File: config.mk
export PLATFORM = sky130hd
export DESIGN_NAME = regfile_port_arbiter
export DESIGN_NICKNAME = d
export VERILOG_FILES = /design/src/rtl/regfile_port_arbiter.sv
export SDC_FILE = /design/constraint.sdc
export NUM_CORES = 1
export LEC_CHECK = 0
export CORE_UTILIZATION = 42
export CTS_CLUSTER_DIAMETER = 200
export DETAILED_ROUTE_END_ITERATION = 16
export PLACE_DENSITY_LB_ADDON = 0.25
export REMOVE_ABC_BUFFERS = 1
export SLEW_MARGIN = 20
export SYNTH_ARGS = -nofsm -noshare
export SYNTH_HDL_FRONTEND = slang
export SYNTH_SLANG_ARGS = --single-unit
File: constraint.sdc
create_clock -name clock -period 3.06 [get_ports clock]
set_clock_uncertainty 0.05 [all_clocks]
set_input_delay 0.612 -clock clock [delete_from_list [all_inputs] [get_ports clock]]
set_output_delay 0.612 -clock clock [all_outputs]
set_load 0.03 [all_outputs]
File: src/rtl/regfile_port_arbiter.sv
// Two-requester arbiter for a 32x8 two-lane register file: round-robin idle arbitration, bounded lock, registered issue, fixed-latency read return.
// Build option: define REGFILE_ARB_FIXED_PRIO_EN for fixed A-over-B idle priority instead of round-robin.
module regfile_port_arbiter #(
  parameter int unsigned LOCK_MAX = 8
) (
  input  logic        clock,
  input  logic        nreset,
  input  logic        req_a,
  input  logic        req_b,
  input  logic        lock_a,
  input  logic        lock_b,
  input  logic        we_a,
  input  logic        we_b,
  input  logic [1:0]  lanes_a,
  input  logic [1:0]  lanes_b,
  input  logic [9:0]  addr_a,
  input  logic [9:0]  addr_b,
  input  logic [15:0] wdata_a,
  input  logic [15:0] wdata_b,
  output logic        gnt_a,
  output logic        gnt_b,
  output logic        rvalid_a,
  output logic        rvalid_b,
  output logic [15:0] rdata,
  output logic        collide,
  output logic [1:0]  rf_wr_en,
  output logic [1:0]  rf_rd_en,
  output logic [9:0]  rf_wr_addr,
  output logic [9:0]  rf_rd_addr,
  output logic [15:0] rf_data_in,
  input  logic [15:0] rf_data_out
);

  typedef enum logic [1:0] {
    S_IDLE  = 2'd0,
    S_OWN_A = 2'd1,
    S_OWN_B = 2'd2
  } state_t;

  localparam logic [7:0] LOCK_LIMIT = 8'(LOCK_MAX);

  state_t      state;
  logic [7:0]  lock_cnt;
  logic        pick_b;
  logic        contend;
  logic        acc_a;
  logic        acc_b;
  logic        accept;
  logic        sel_b;
  logic        sel_we;
  logic        sel_lock;
  logic [1:0]  sel_lanes;
  logic [9:0]  sel_addr;
  logic [15:0] sel_wdata;
  logic [7:0]  next_cnt;
  logic        hit_max;
  logic        rd_pend;
  logic        rd_src;
  logic        coll_pend;

`ifdef REGFILE_ARB_FIXED_PRIO_EN
  // Set only by a forced release of A, so a waiting B gets the very next idle grant.
  logic yield_b;
  assign pick_b = yield_b;
`else
  logic rr_ptr;  // 0 = A next on contention, 1 = B next
  assign pick_b = rr_ptr;
`endif

  assign contend = (state == S_IDLE) && req_a && req_b;

  always_comb begin
    // NOTE: defaults first so every path assigns the grants and no latch is inferred.
    gnt_a = 1'b0;
    gnt_b = 1'b0;
    case (state)
      S_IDLE: begin
        if (contend) begin
          gnt_a = !pick_b;
          gnt_b = pick_b;
        end else begin
          gnt_a = req_a;
          gnt_b = req_b;
        end
      end
      S_OWN_A: gnt_a = req_a;
      S_OWN_B: gnt_b = req_b;
      default: ;
    endcase
  end

  assign acc_a     = req_a && gnt_a;
  assign acc_b     = req_b && gnt_b;
  assign accept    = acc_a || acc_b;
  assign sel_b     = acc_b;
  assign sel_we    = sel_b ? we_b    : we_a;
  assign sel_lock  = sel_b ? lock_b  : lock_a;
  assign sel_lanes = sel_b ? lanes_b : lanes_a;
  assign sel_addr  = sel_b ? addr_b  : addr_a;
  assign sel_wdata = sel_b ? wdata_b : wdata_a;

  // A locked acceptance from IDLE starts the run at 1; inside ownership it counts on.
  assign next_cnt = (state == S_IDLE) ? 8'd1 : lock_cnt + 8'd1;
  assign hit_max  = sel_lock && (next_cnt == LOCK_LIMIT);

  // Ownership FSM; a dropped request while owning leaves everything untouched.
  always_ff @(posedge clock or negedge nreset) begin
    if (!nreset) begin
      state    <= S_IDLE;
      lock_cnt <= '0;
`ifdef REGFILE_ARB_FIXED_PRIO_EN
      yield_b  <= 1'b0;
`else
      rr_ptr   <= 1'b0;
`endif
    end else if (accept) begin
      // NOTE: non-blocking assignments so every update here sees the pre-edge state.
      if (!sel_lock || hit_max) begin
        state    <= S_IDLE;
        lock_cnt <= '0;
      end else begin
        state    <= sel_b ? S_OWN_B : S_OWN_A;
        lock_cnt <= next_cnt;
      end
`ifdef REGFILE_ARB_FIXED_PRIO_EN
      yield_b <= hit_max && !sel_b;
`else
      if (hit_max || contend) rr_ptr <= !sel_b;
`endif
    end
  end

  // Issue stage: register-file controls live for exactly one cycle per accepted transfer.
  always_ff @(posedge clock or negedge nreset) begin
    if (!nreset) begin
      rf_wr_en   <= '0;
      rf_rd_en   <= '0;
      rf_wr_addr <= '0;
      rf_rd_addr <= '0;
      rf_data_in <= '0;
      rd_pend    <= 1'b0;
      rd_src     <= 1'b0;
      coll_pend  <= 1'b0;
    end else begin
      rf_wr_en   <= '0;
      rf_rd_en   <= '0;
      rf_wr_addr <= '0;
      rf_rd_addr <= '0;
      rf_data_in <= '0;
      rd_pend    <= 1'b0;
      rd_src     <= 1'b0;
      coll_pend  <= 1'b0;
      if (accept) begin
        if (sel_we) begin
          rf_wr_en   <= sel_lanes;
          rf_wr_addr <= sel_addr;
          rf_data_in <= sel_wdata;
          coll_pend  <= (sel_lanes == 2'b11) && (sel_addr[4:0] == sel_addr[9:5]);
        end else begin
          rf_rd_en   <= sel_lanes;
          rf_rd_addr <= sel_addr;
          rd_pend    <= 1'b1;
          rd_src     <= sel_b;
        end
      end
    end
  end

  // Return stage: rf_rd_en still holds the issued lanes here, so disabled lanes are zeroed.
  always_ff @(posedge clock or negedge nreset) begin
    if (!nreset) begin
      rvalid_a <= 1'b0;
      rvalid_b <= 1'b0;
      rdata    <= '0;
      collide  <= 1'b0;
    end else begin
      rvalid_a <= rd_pend && !rd_src;
      rvalid_b <= rd_pend && rd_src;
      collide  <= coll_pend;
      if (rd_pend) begin
        rdata <= {rf_rd_en[1] ? rf_data_out[15:8] : 8'h00,
                  rf_rd_en[0] ? rf_data_out[7:0]  : 8'h00};
      end
    end
  end

endmodule

# --- Yosys cells after proc, flatten, opt, wreduce, memory -nomap -nowiden ---
# Cells that the tools add are included.
word_totals:
  elab_cells: 69
  ff_bits: 73
  input_bits: 80
classes:
  reduce_logical: 17
  add_sub_neg: 1
  n_eq_ne: 5
  mux: 31
ops:
  columns: ["operator", "n"]
  rows:
  - ["2-to-1 mux 10 bit", 5]
  - ["2-to-1 mux 16 bit", 3]
  - ["2-to-1 mux 8 bit", 4]
  - ["2-to-1 mux 2 bit", 7]
  - ["2-to-1 mux 1 bit", 10]
  - ["adder 8 x 1 -> 8 bit, second input constant", 1]
  - ["equality test 8 x 4 -> 1 bit, second input constant", 1]
  - ["logical AND 1 bit", 8]
  - ["equality test 5 bit", 1]
  - ["equality test 2 bit, second input constant", 2]
  - ["logical NOT 1 bit", 4]
  - ["case mux 1 bit (2 select lines)", 2]
  - ["logical OR 1 bit", 3]
  - ["equality test 2 x 1 -> 1 bit, second input constant", 1]
  - ["logical NOT 2 bit", 1]
  - ["AND reduction 2 bit", 1]

# --- Longest topological paths before layout ---
# Gate-level depths: netlist (run 1).
depth:
  word_depth: 11
  mapped_depth: 8

# --- Worst setup path after synthesis (run 1) ---
# No wires, ideal clock.
synth_path:
  kind: "in2out"
  start: "input req_b"
  end: "output gnt_b"
  slack_ns: 0.863
  arrival_ns: 1.535
  stages: 5
  required_time_ns: 2.398
  path_cell_list: "nor2b_1 -> buf_2 -> o21ai_4 -> inv_2 -> clkbuf_1"
synth_between:
  elab_chain_cells: 3
synth_lines:
  columns: ["item", "line", "source"]
  rows:
  - ["start: declaration", "9", "input logic req_b,"]
  - ["logical AND 1 bit", "70", "assign contend = (state == S_IDLE) && req_a && req_b;"]
  - ["2-to-1 mux 1 bit", "78", "if (contend) begin"]
  - ["case mux 1 bit (2 select lines) *", "76", "case (state)"]
  - ["end: declaration", "21", "output logic gnt_b,"]
# Mark *: on every way between the ends. The rest lies on a longest branch, timed or not.

# --- Worst setup path after layout (run 1) ---
layout_path:
  start: "input req_a"
  end: "output gnt_a"
layout_between:
  elab_chain_cells: 4
layout_lines:
  columns: ["item", "line", "source"]
  rows:
  - ["start: declaration", "8", "input logic req_a,"]
  - ["logical AND 1 bit (2 in a row)", "70", null]
  - ["2-to-1 mux 1 bit", "78", null]
  - ["case mux 1 bit (2 select lines) *", "76", null]
  - ["end: declaration", "20", "output logic gnt_a,"]
# Marks and branches as above.

==> results of run 1 <==
layout by cell type, fill, tap and decap left out, drive strengths merged, types with 2 or more instances in the layout:
cell type / instances
nor2b: 3
or2: 3
buf: 11
o21ai: 21
a21oi: 23
nor3: 3
xor2: 10
nand2b: 2
clkinv: 3
or4: 3
xnor2: 3
nand2: 40
bufinv: 2
nor2: 30
a21o: 2
mux2i: 12
a21boi: 3
a22o: 2
dfrtp: 73
inv: 19
clkdlybuf4s50: 138
a211o: 2
nand3: 25
nand4: 4
nor4: 4
o41ai: 2
clkbuf: 11
flip-flops by register name, summed over array words and instances (netlist names), 2 cells and up:
| register | flops |
|---|---|
| rdata | 16 |
| rf_wr_en | 2 |
| lock_cnt | 8 |
| rf_rd_en | 2 |
| rf_wr_addr | 10 |
| rf_rd_addr | 10 |
| rf_data_in | 16 |
| state | 2 |
metal layers:
layer  global-route usage (%)  share of wire, %  up-vias
met4                     6.78               1.3        0
met5                        0                 0        -
met1                     25.1                41     1359
li1                         -                 -     1361
met2                     35.5                52       83
met3                     4.25               5.7        9
synth_stat cells (3+ instances only):
cell      instances  area share, %
buf_2             4           0.62
o21ai_0          20            3.1
mux2i_1          12            3.7
inv_1            18            2.1
dfrtp_1          73             57
nor2b_1           3           0.58
nand2_1          40            4.7
clkbuf_1         11            1.3
a21oi_1          23            3.6
xor2_1           10            2.7
nor2_1           29            3.4
xnor2_1           3           0.82
nand4_1           4           0.78
nand3_1          24            3.7
kinds of logic after synthesis:
family | count (synthesis) | share of synthesized area [%]
AND/OR/NAND/NOR | 123 | 19.1
buffers and inverters | 38 | 5.10
multiplexers | 12 | 3.73
AO/OA/AOI/OAI | 59 | 11.4
flip-flops | 73 | 56.8
adder cells (fa/ha/maj) | 1 | 0.389
XOR/XNOR | 13 | 3.54
final cells by class:
| cell class | instances | area, um^2 | area share [%] |
|---|---|---|---|
| clock inverter | 5 | 78.8 | 1.60 |
| sequential | 73 | 1830 | 37.0 |
| tap | 99 | 124 | 2.51 |
| inverter | 19 | 71.3 | 1.45 |
| multi-input combinational | 208 | 1230 | 24.9 |
| timing repair buffer | 149 | 1460 | 29.7 |
| clock buffer | 11 | 141 | 2.87 |
power groups by stage:
stage | Sequential [uW] | Combinational (uW) | Clock [uW]
final | 1310 | 1440 | 822
after global routing | 1340 | 1560 | 887
after CTS | 1310 | 1450 | 843
after detailed placement | 1330 | 1450 | 0
after global placement | 1320 | 1430 | 0
after floorplan | 1650 | 444 | 0
metrics by stage:
stage / instances / util, %
floorplan: 300 / -
global placement: 548 / 64.3
detailed placement: 548 / 64.3
CTS: 564 / 67.3
global route: 564 / 67.3
finish: 564 / 67.3
worst max-delay path by stage:
stage	startpoint	end	cells after the start
2_1_floorplan	req_b	lock_cnt[2]$_DFFE_PN0P_	7
3_3_place_gp	req_a	gnt_a	4
3_5_place_dp	req_a	gnt_a	4
4_1_cts	req_a	gnt_a	4
5_1_grt	req_a	gnt_a	4
6_report	req_a	gnt_a	4
critical path: stages:
cell and delay (ns):
clkdlybuf4s50_1 0.46, nand2b_1 0.12, a21oi_1 0.19, clkdlybuf4s50_1 0.70
==> metrics.yaml, run 1 <==
end_kind: "output pin"
reg2reg_from: "lock_cnt[0]$_DFFE_PN0P_"
vias_in_the_first_global_route: 2542
r2r_cells: 7
critical_path_peak_fanout: 3
maxSlewHeadroom_pct: 40.5
htreeDepth: 3
p_seq_share_pct: 36.7
detailedRoute.firstPassIterationCount: 4
drive_above_1_share_pct: 8.60
grt_pass1_wl_um: 12200
power_switching_share_pct: 37.2
global_route.overflow_total: 0
critical_path_required_ns: 2.40
drc: 0
crit_type: "in -> out"
total_power_uw: 3570
design.die.area_um2: 8010
final_design_area_no_fill_um2: 4930
synth.cell_area_um2: 3220
syn_inst: 319
routed_via_density: 4.99
tritoncts_clock_tree: "done"
design.portCount: 141
worst_setup_hold_path_clk_slew_ns: 0.07
count_of_flip_flops_with_a_built_in_enable_after_synthesis: 0
ctsHoldBuffers: 0
clock_sink_count: 73
dp_slack_ns: 0.310
setup_violating_endpoint_count_in_the_final_report: 0
std_cell_rows: 31
drt-wirelength-per-cell_um: 14.0
vdd_drop_max_v: 0.000495
worstPathArrival_ns: 2.09
worstHoldStart: "coll_pend$_DFF_PN0_"
synth-warning-count: 0
fin_crit_sh_pct: 89.9
final-max-slew-violation-count: 0
cts_setup_buffers: 0
drt_iter0_markers: 79
diodes: 0
core_area_um2: 7330
antenna_found_initial: 0
globalRouteTotalUtil_pct: 20.3
finalWeightedCongestion: 0.855
n_fill_cell: 565
hold-worst-slack_ns: 0.317
ys_seq_area_share_pct: 56.8
postLayoutSetupSlackWorst_ns: 0.308
grt_setup_unrepaired: "no"
synth_to_layout_area_growth_pct: 53.3
final_hold_viol_count: 0
powerDensity_nw_per_um2: 724
grt_start_max_net_pins: 74
clock_path_buffers: 2
die_h_um: 89.5
drv.max_cap_violation_count: 0
cell_internal_pwr_uw: 2240
dp.final_hpwl_um: 5910
r2r-end: "lock_cnt[3]$_DFFE_PN0P_"
period_minus_slack_ns: 2.75
timing.fmax_ghz: 0.363
switchingPower_uw: 1330
worst_hold_path.num_cells: 0
pwr-share-comb_pct: 40.3
fin_nets: 541
detail-route-antenna-nets: 0
leakage_power_uw: 0.00215
status: "completed"
tns_setup_ns: 0
synth.avg_cell_area_um2: 10.1
die_w_um: 89.5
detailroute.via_count: 2812
startpoint_class_of_the_critical_path: "primary input"
r2r_setup_slack_ns: 0.55
synth.ff_latch_count: 73
starting_density_of_the_core_pct: 43.9
routed_wl_um: 7870
clkLatencyLatePin_ns: 0.33
cts_root_buffer: "clkbuf_8"
async_flop_share_pct: 100
cts-buffers-inserted: 9
ys.flop_type: "dfrtp_1"
slew_of_the_pin_with_the_lowest_slew_margin_ns: 0.893
post_dp_cell_area_um2: 4710
port_buffers: 140
clock_power_share_pct: 23.0
hold_path_end: "collide$_DFF_PN0_"
worst_hold_path_type: "reg -> reg"
post_synth_num_cell_types: 49
post_cts_resize_count: 0
Power figures use the tool's default switching activity.
==> run 2: changes to the inputs <==
--- a/config.mk
+++ b/config.mk
@@ -5,7 +5,8 @@
 export SDC_FILE = /design/constraint.sdc
 export NUM_CORES = 1
 export LEC_CHECK = 0
-export CORE_UTILIZATION = 42
+export CORE_UTILIZATION = 43
+export CTS_BUF_LIST = sky130_fd_sc_hd__clkbuf_4 sky130_fd_sc_hd__clkbuf_8
 export CTS_CLUSTER_DIAMETER = 200
 export DETAILED_ROUTE_END_ITERATION = 16
 export PLACE_DENSITY_LB_ADDON = 0.25
==> run 2 against run 1 <==
- critical path depth did not move
- design area rose by 0.46%
- total power rose by 2.7%
- non-clock buffer count did not move
- routed wire length rose by 4.3%
==> metrics.yaml, run 2 (synthesized netlist as in run 1, its figures left out) <==
die_w_um: 88.5  # -1.1%
grt_setup_unrepaired: "no"
vdd_drop_max_v: 0.000470  # -5.0%
routed_via_density: 4.92  # -1.3%
multi_input_comb_area_um2: 1230  # unchanged
detail-route-antenna-nets: 0  # unchanged
postLayoutSetupSlackWorst_ns: 0.292  # -0.0165 ns
met2RoutedLength_um: 4040  # -1.8%
cts_setup_buffers: 0  # unchanged
startpoint_class_of_the_critical_path: "primary input"
clkLatencyLatePin_ns: 0.34  # about the same
post_layout_nonfiller_instances: 564  # unchanged
starting_density_of_the_core_pct: 44.4  # +0.47 points
drt-wirelength-per-cell_um: 14.6  # +4.3%
drc: 0  # unchanged
drt_iter0_markers: 85  # +7.6%
n_fill_cell: 572  # +1.2%
globalRouteTotalUtil_pct: 21.8  # +1.5 points
synth_to_layout_area_growth_pct: 54.0
dp_slack_ns: 0.248  # -0.0629 ns
port_buffers: 140  # unchanged
p_seq_share_pct: 35.8  # -0.9 points
design.portCount: 141  # unchanged
leakage_power_uw: 0.00216  # +0.51%
worst_setup_hold_path_clk_slew_ns: 0.07  # about the same
power_switching_share_pct: 36.6  # -0.53 points
status: "completed"
grt_start_max_net_pins: 74  # unchanged
cell_internal_pwr_uw: 2320  # +3.5%
route.top_layer_used: "met4"
detailroute.via_count: 2776  # -1.3%
post_dp_cell_area_um2: 4710  # unchanged
dp.final_hpwl_um: 6050  # +2.5%
timing.fmax_ghz: 0.361  # -0.60%
fin_crit_sh_pct: 90.5  # +0.54 points
drv.max_cap_violation_count: 0  # unchanged
cts_root_buffer: "clkbuf_8"
powerDensity_nw_per_um2: 740  # +2.2%
tns_setup_ns: 0  # unchanged
drive_above_1_share_pct: 8.82  # +0.22 points
core_area_um2: 7250  # -1.1%
worst_hold_path_type: "reg -> reg"
final_design_area_no_fill_um2: 4950  # +0.46%
critical_path_peak_fanout: 3  # unchanged
clock_path_buffers: 2  # unchanged
end_kind: "output pin"
setup_violating_endpoint_count_in_the_final_report: 0  # unchanged
fin_nets: 541  # unchanged
period_minus_slack_ns: 2.77  # +0.0165 ns
seqCellArea_um2: 1830  # unchanged
finalWeightedCongestion: 0.830  # -2.9%
std_cell_rows: 31  # unchanged
critical_path_required_ns: 2.40  # about the same
clock_power_share_pct: 24.7  # +1.7 points
pwr-share-comb_pct: 39.6  # -0.7 points
largestRegisters: "rdata: 16 flops, rf_data_in: 16 flops"
post_cts_resize_count: 0  # unchanged
hold-worst-slack_ns: 0.308  # -0.00963 ns
ctsHoldBuffers: 0  # unchanged
design.die.area_um2: 7830  # -2.3%
tritoncts_clock_tree: "done"
die_h_um: 88.5  # -1.1%
vias_in_the_first_global_route: 2615  # +2.9%
met1_length_um: 3520  # +9.8%
worstPathArrival_ns: 2.11  # +0.02 ns
final_hold_viol_count: 0  # unchanged
layout_commonest_cell: "clkdlybuf4s50_1"
htreeDepth: 3  # unchanged
crit_type: "in -> out"
antenna_found_initial: 0  # unchanged
cts-buffers-inserted: 9  # unchanged
routed_wl_um: 8210  # +4.3%
grt_pass1_wl_um: 12700  # +4.2%
diodes: 0  # unchanged
final-max-slew-violation-count: 0  # unchanged
post-place-cells: 548  # unchanged
wl_met3_um: 480  # +6.4%
detailedRoute.firstPassIterationCount: 4  # unchanged
switchingPower_uw: 1340  # +1.2%
global_route.overflow_total: 0  # unchanged
slew_of_the_pin_with_the_lowest_slew_margin_ns: 0.901  # +0.00777 ns
clock_sink_count: 73  # unchanged
most-common-layout-cells: "clkdlybuf4s50_1, dfrtp_1, nand2_1"
maxSlewHeadroom_pct: 39.9  # -0.52 points
[run 2: changes by cell type in the layout (fill, tap and decap cells not counted)]
cell,delta
clkbuf_8,-1
clkbuf_4,+2
clkbuf_1,-1
clkinv_2,-1
bufinv_16,+1
[run 2: worst max-delay path, cell delays in order]
cell and delay (ns):
clkdlybuf4s50_1 0.49, nand2b_1 0.12, a21oi_1 0.18, clkdlybuf4s50_1 0.70
[run 2: stage by stage]
stage | utilization, % | total power, uW
after floorplan | - | 2090
after CTS | 68.3 | 3690
after global routing | 68.3 | 3860
final | 68.3 | 3670
after detailed placement | 65.0 | 2780
after global placement | 65.0 | 2750
[run 2: cell type report]
cell class                      count  area share (%)
Timing Repair Buffer              149            29.5
Sequential cell                    73            36.9
Clock inverter                      5            2.10
Clock buffer                       11            2.80
Inverter                           19            1.44
Multi-Input combinational cell    208            24.7
Tap cell                           99            2.50
[run 2: layer usage]
layer  up-vias  GRT usage [%]
met5         -              0
met4         0           9.97
met3        12           4.38
met2       105           36.6
met1      1303           27.3
li1       1356              -
[run 2: path summary, 6_finish.rpt]
kind / from / endpoint / slack [ns] / depth (start not counted)
worst max-delay path: req_a / gnt_a / 0.29 / 4
worst max register to register: lock_cnt[0]$_DFFE_PN0P_ / lock_cnt[3]$_DFFE_PN0P_ / 0.56 / 7
max in group asynchronous: nreset / state[1]$_DFFE_PN0P_ / 2.03 / 1
min in group asynchronous: nreset / rf_rd_addr[7]$_DFF_PN0_ / 0.34 / 1
worst min-delay path: coll_pend$_DFF_PN0_ / collide$_DFF_PN0_ / 0.31 / 0
worst min register to register: coll_pend$_DFF_PN0_ / collide$_DFF_PN0_ / 0.31 / 0
[run 2: power groups by stage]
stage	Sequential [uW]	Clock [uW]	Combinational (uW)
2_1_floorplan	1650	0	444
3_3_place_gp	1320	0	1430
3_5_place_dp	1330	0	1450
4_1_cts	1310	921	1460
5_1_grt	1330	968	1560
6_report	1310	905	1450
==> run 3: changes to the inputs <==
--- a/config.mk
+++ b/config.mk
@@ -9,7 +9,7 @@
 export CTS_BUF_LIST = sky130_fd_sc_hd__clkbuf_4 sky130_fd_sc_hd__clkbuf_8
 export CTS_CLUSTER_DIAMETER = 200
 export DETAILED_ROUTE_END_ITERATION = 16
-export PLACE_DENSITY_LB_ADDON = 0.25
+export PLACE_DENSITY_LB_ADDON = 0.2
 export REMOVE_ABC_BUFFERS = 1
 export SLEW_MARGIN = 20
 export SYNTH_ARGS = -nofsm -noshare
==> run 3 against run 2 <==
- via count is 1.0% higher
- register-to-register slack barely moved
- worst setup slack improved by 0.0075 ns
- largest power group unchanged
- clock-buffer cell count up 1
- first-iteration DRC count shrank 12%
- clock power shrank 23%
- global-route usage down 0.70 points
==> metrics.yaml, run 3 (synthesized netlist as in run 1, its figures left out) <==
clock_power_share_pct: 20.2  # -4.5 points
final_hold_viol_count: 0  # unchanged
drc: 0  # unchanged
seqCellArea_um2: 1830  # unchanged
starting_density_of_the_core_pct: 44.4  # unchanged
post_cts_resize_count: 0  # unchanged
detailedRoute.firstPassIterationCount: 4  # unchanged
final-max-slew-violation-count: 0  # unchanged
post_dp_cell_area_um2: 4700  # -0.32%
setup_violating_endpoint_count_in_the_final_report: 0  # unchanged
detailroute.via_count: 2805  # +1.0%
vias_in_the_first_global_route: 2644  # +1.1%
multi_input_comb_area_um2: 1230  # unchanged
n_fill_cell: 579  # +1.2%
powerDensity_nw_per_um2: 705  # -4.7%
slew_of_the_pin_with_the_lowest_slew_margin_ns: 0.909  # +0.00798 ns
drv.max_cap_violation_count: 0  # unchanged
design.portCount: 141  # unchanged
clock_path_buffers: 2  # unchanged
maxSlewHeadroom_pct: 39.4  # -0.53 points
worst_hold_path_type: "reg -> reg"
finalWeightedCongestion: 0.856  # +3.1%
most-common-layout-cells: "clkdlybuf4s50_1, dfrtp_1, nand2_1"
hold-worst-slack_ns: 0.303  # -0.00462 ns
critical_path_required_ns: 2.40  # about the same
power_switching_share_pct: 39.0  # +2.4 points
startpoint_class_of_the_critical_path: "primary input"
fin_nets: 539  # -0.37%
worstPathArrival_ns: 2.10  # about the same
core_area_um2: 7250  # unchanged
vdd_drop_max_v: 0.000395  # -16%
clock_sink_count: 73  # unchanged
globalRouteTotalUtil_pct: 21.1  # -0.70 points
diodes: 0  # unchanged
grt_setup_unrepaired: "no"
cell_internal_pwr_uw: 2100  # -9.6%
die_w_um: 88.5  # unchanged
switchingPower_uw: 1340  # about the same
largestRegisters: "rdata: 16 flops, rf_data_in: 16 flops"
synth_to_layout_area_growth_pct: 51.8
design.die.area_um2: 7830  # unchanged
routed_via_density: 4.99  # +1.4%
detail-route-antenna-nets: 0  # unchanged
leakage_power_uw: 0.00213  # -1.7%
cts_root_buffer: "clkbuf_8"
timing.fmax_ghz: 0.362  # +0.27%
cts_setup_buffers: 0  # unchanged
routed_wl_um: 8170  # -0.51%
drive_above_1_share_pct: 8.42  # -0.39 points
worst_setup_hold_path_clk_slew_ns: 0.07  # about the same
drt_iter0_markers: 75  # -12%
final_design_area_no_fill_um2: 4880  # -1.5%
tritoncts_clock_tree: "done"
std_cell_rows: 31  # unchanged
dp.final_hpwl_um: 5990  # -1.0%
antenna_found_initial: 0  # unchanged
critical_path_peak_fanout: 3  # unchanged
layout_commonest_cell: "clkdlybuf4s50_1"
period_minus_slack_ns: 2.76  # -0.00753 ns
global_route.overflow_total: 0  # unchanged
port_buffers: 140  # unchanged
clkLatencyLatePin_ns: 0.34  # about the same
die_h_um: 88.5  # unchanged
htreeDepth: 3  # unchanged
cts-buffers-inserted: 9  # unchanged
r2r_setup_slack_ns: 0.57  # about the same
pwr-share-comb_pct: 41.7  # +2.1 points
fin_crit_sh_pct: 90.2  # -0.25 points
p_seq_share_pct: 38.2  # +2.4 points
tns_setup_ns: 0  # unchanged
grt_start_max_net_pins: 74  # unchanged
status: "completed"
grt_pass1_wl_um: 12500  # -1.6%
end_kind: "output pin"
ctsHoldBuffers: 0  # unchanged
drt-wirelength-per-cell_um: 14.5  # -0.16%
crit_type: "in -> out"
[run 3: changes by cell type in the layout (fill, tap and decap cells not counted), sizes merged]
| cell | change |
|---|---|
| buf | -2 |
| bufinv | -3 |
| clkbuf | +1 |
| clkinvlp | +1 |
| inv | +1 |
[run 3: worst paths after layout]
check | from | endpoint | cells after the start
max | req_a | gnt_a | 4
min | coll_pend$_DFF_PN0_ | collide$_DFF_PN0_ | 0
max reg2reg | lock_cnt[0]$_DFFE_PN0P_ | lock_cnt[3]$_DFFE_PN0P_ | 7
min reg2reg | coll_pend$_DFF_PN0_ | collide$_DFF_PN0_ | 0
max in group asynchronous | nreset | state[1]$_DFFE_PN0P_ | 1
min in group asynchronous | nreset | rdata[10]$_DFFE_PN0P_ | 1
[run 3: per-layer routing]
layer	track usage [%]	routed length, um	up-vias
met3	4.38	457	15
met4	9.38	157	0
met5	0	0	-
li1	-	-	1356
met1	26.0	3410	1340
met2	35.9	4140	94
[run 3: area by class of cell]
class,count,share of cell area (%)
Clock buffer,12,3.25
Clock inverter,4,0.538
Inverter,19,1.46
Multi-Input combinational cell,208,25.1
Sequential cell,73,37.4
Tap cell,99,2.54
Timing Repair Buffer,147,29.7
[run 3: through the flow]
stage,instances,setup slack [ns],power (uW),util [%]
5_1_grt,562,0.185,3650,67.3
6_report,562,0.299,3440,67.3
3_5_place_dp,546,0.301,2770,64.8
2_1_floorplan,300,0.396,2090,-
4_1_cts,562,0.288,3480,67.3
3_3_place_gp,546,0.318,2740,64.8
[run 3: power groups by stage]
stage	registers, uW	clock network [uW]	logic [uW]
final	1310	695	1440
after floorplan	1650	0	444
after global routing	1340	768	1540
after detailed placement	1330	0	1440
after global placement	1320	0	1420
after CTS	1320	719	1450
[run 3: critical path, stage by stage]
cell and delay (ns):
clkdlybuf4s50_1 0.47, nand2b_1 0.12, a21oi_1 0.19, clkdlybuf4s50_1 0.71
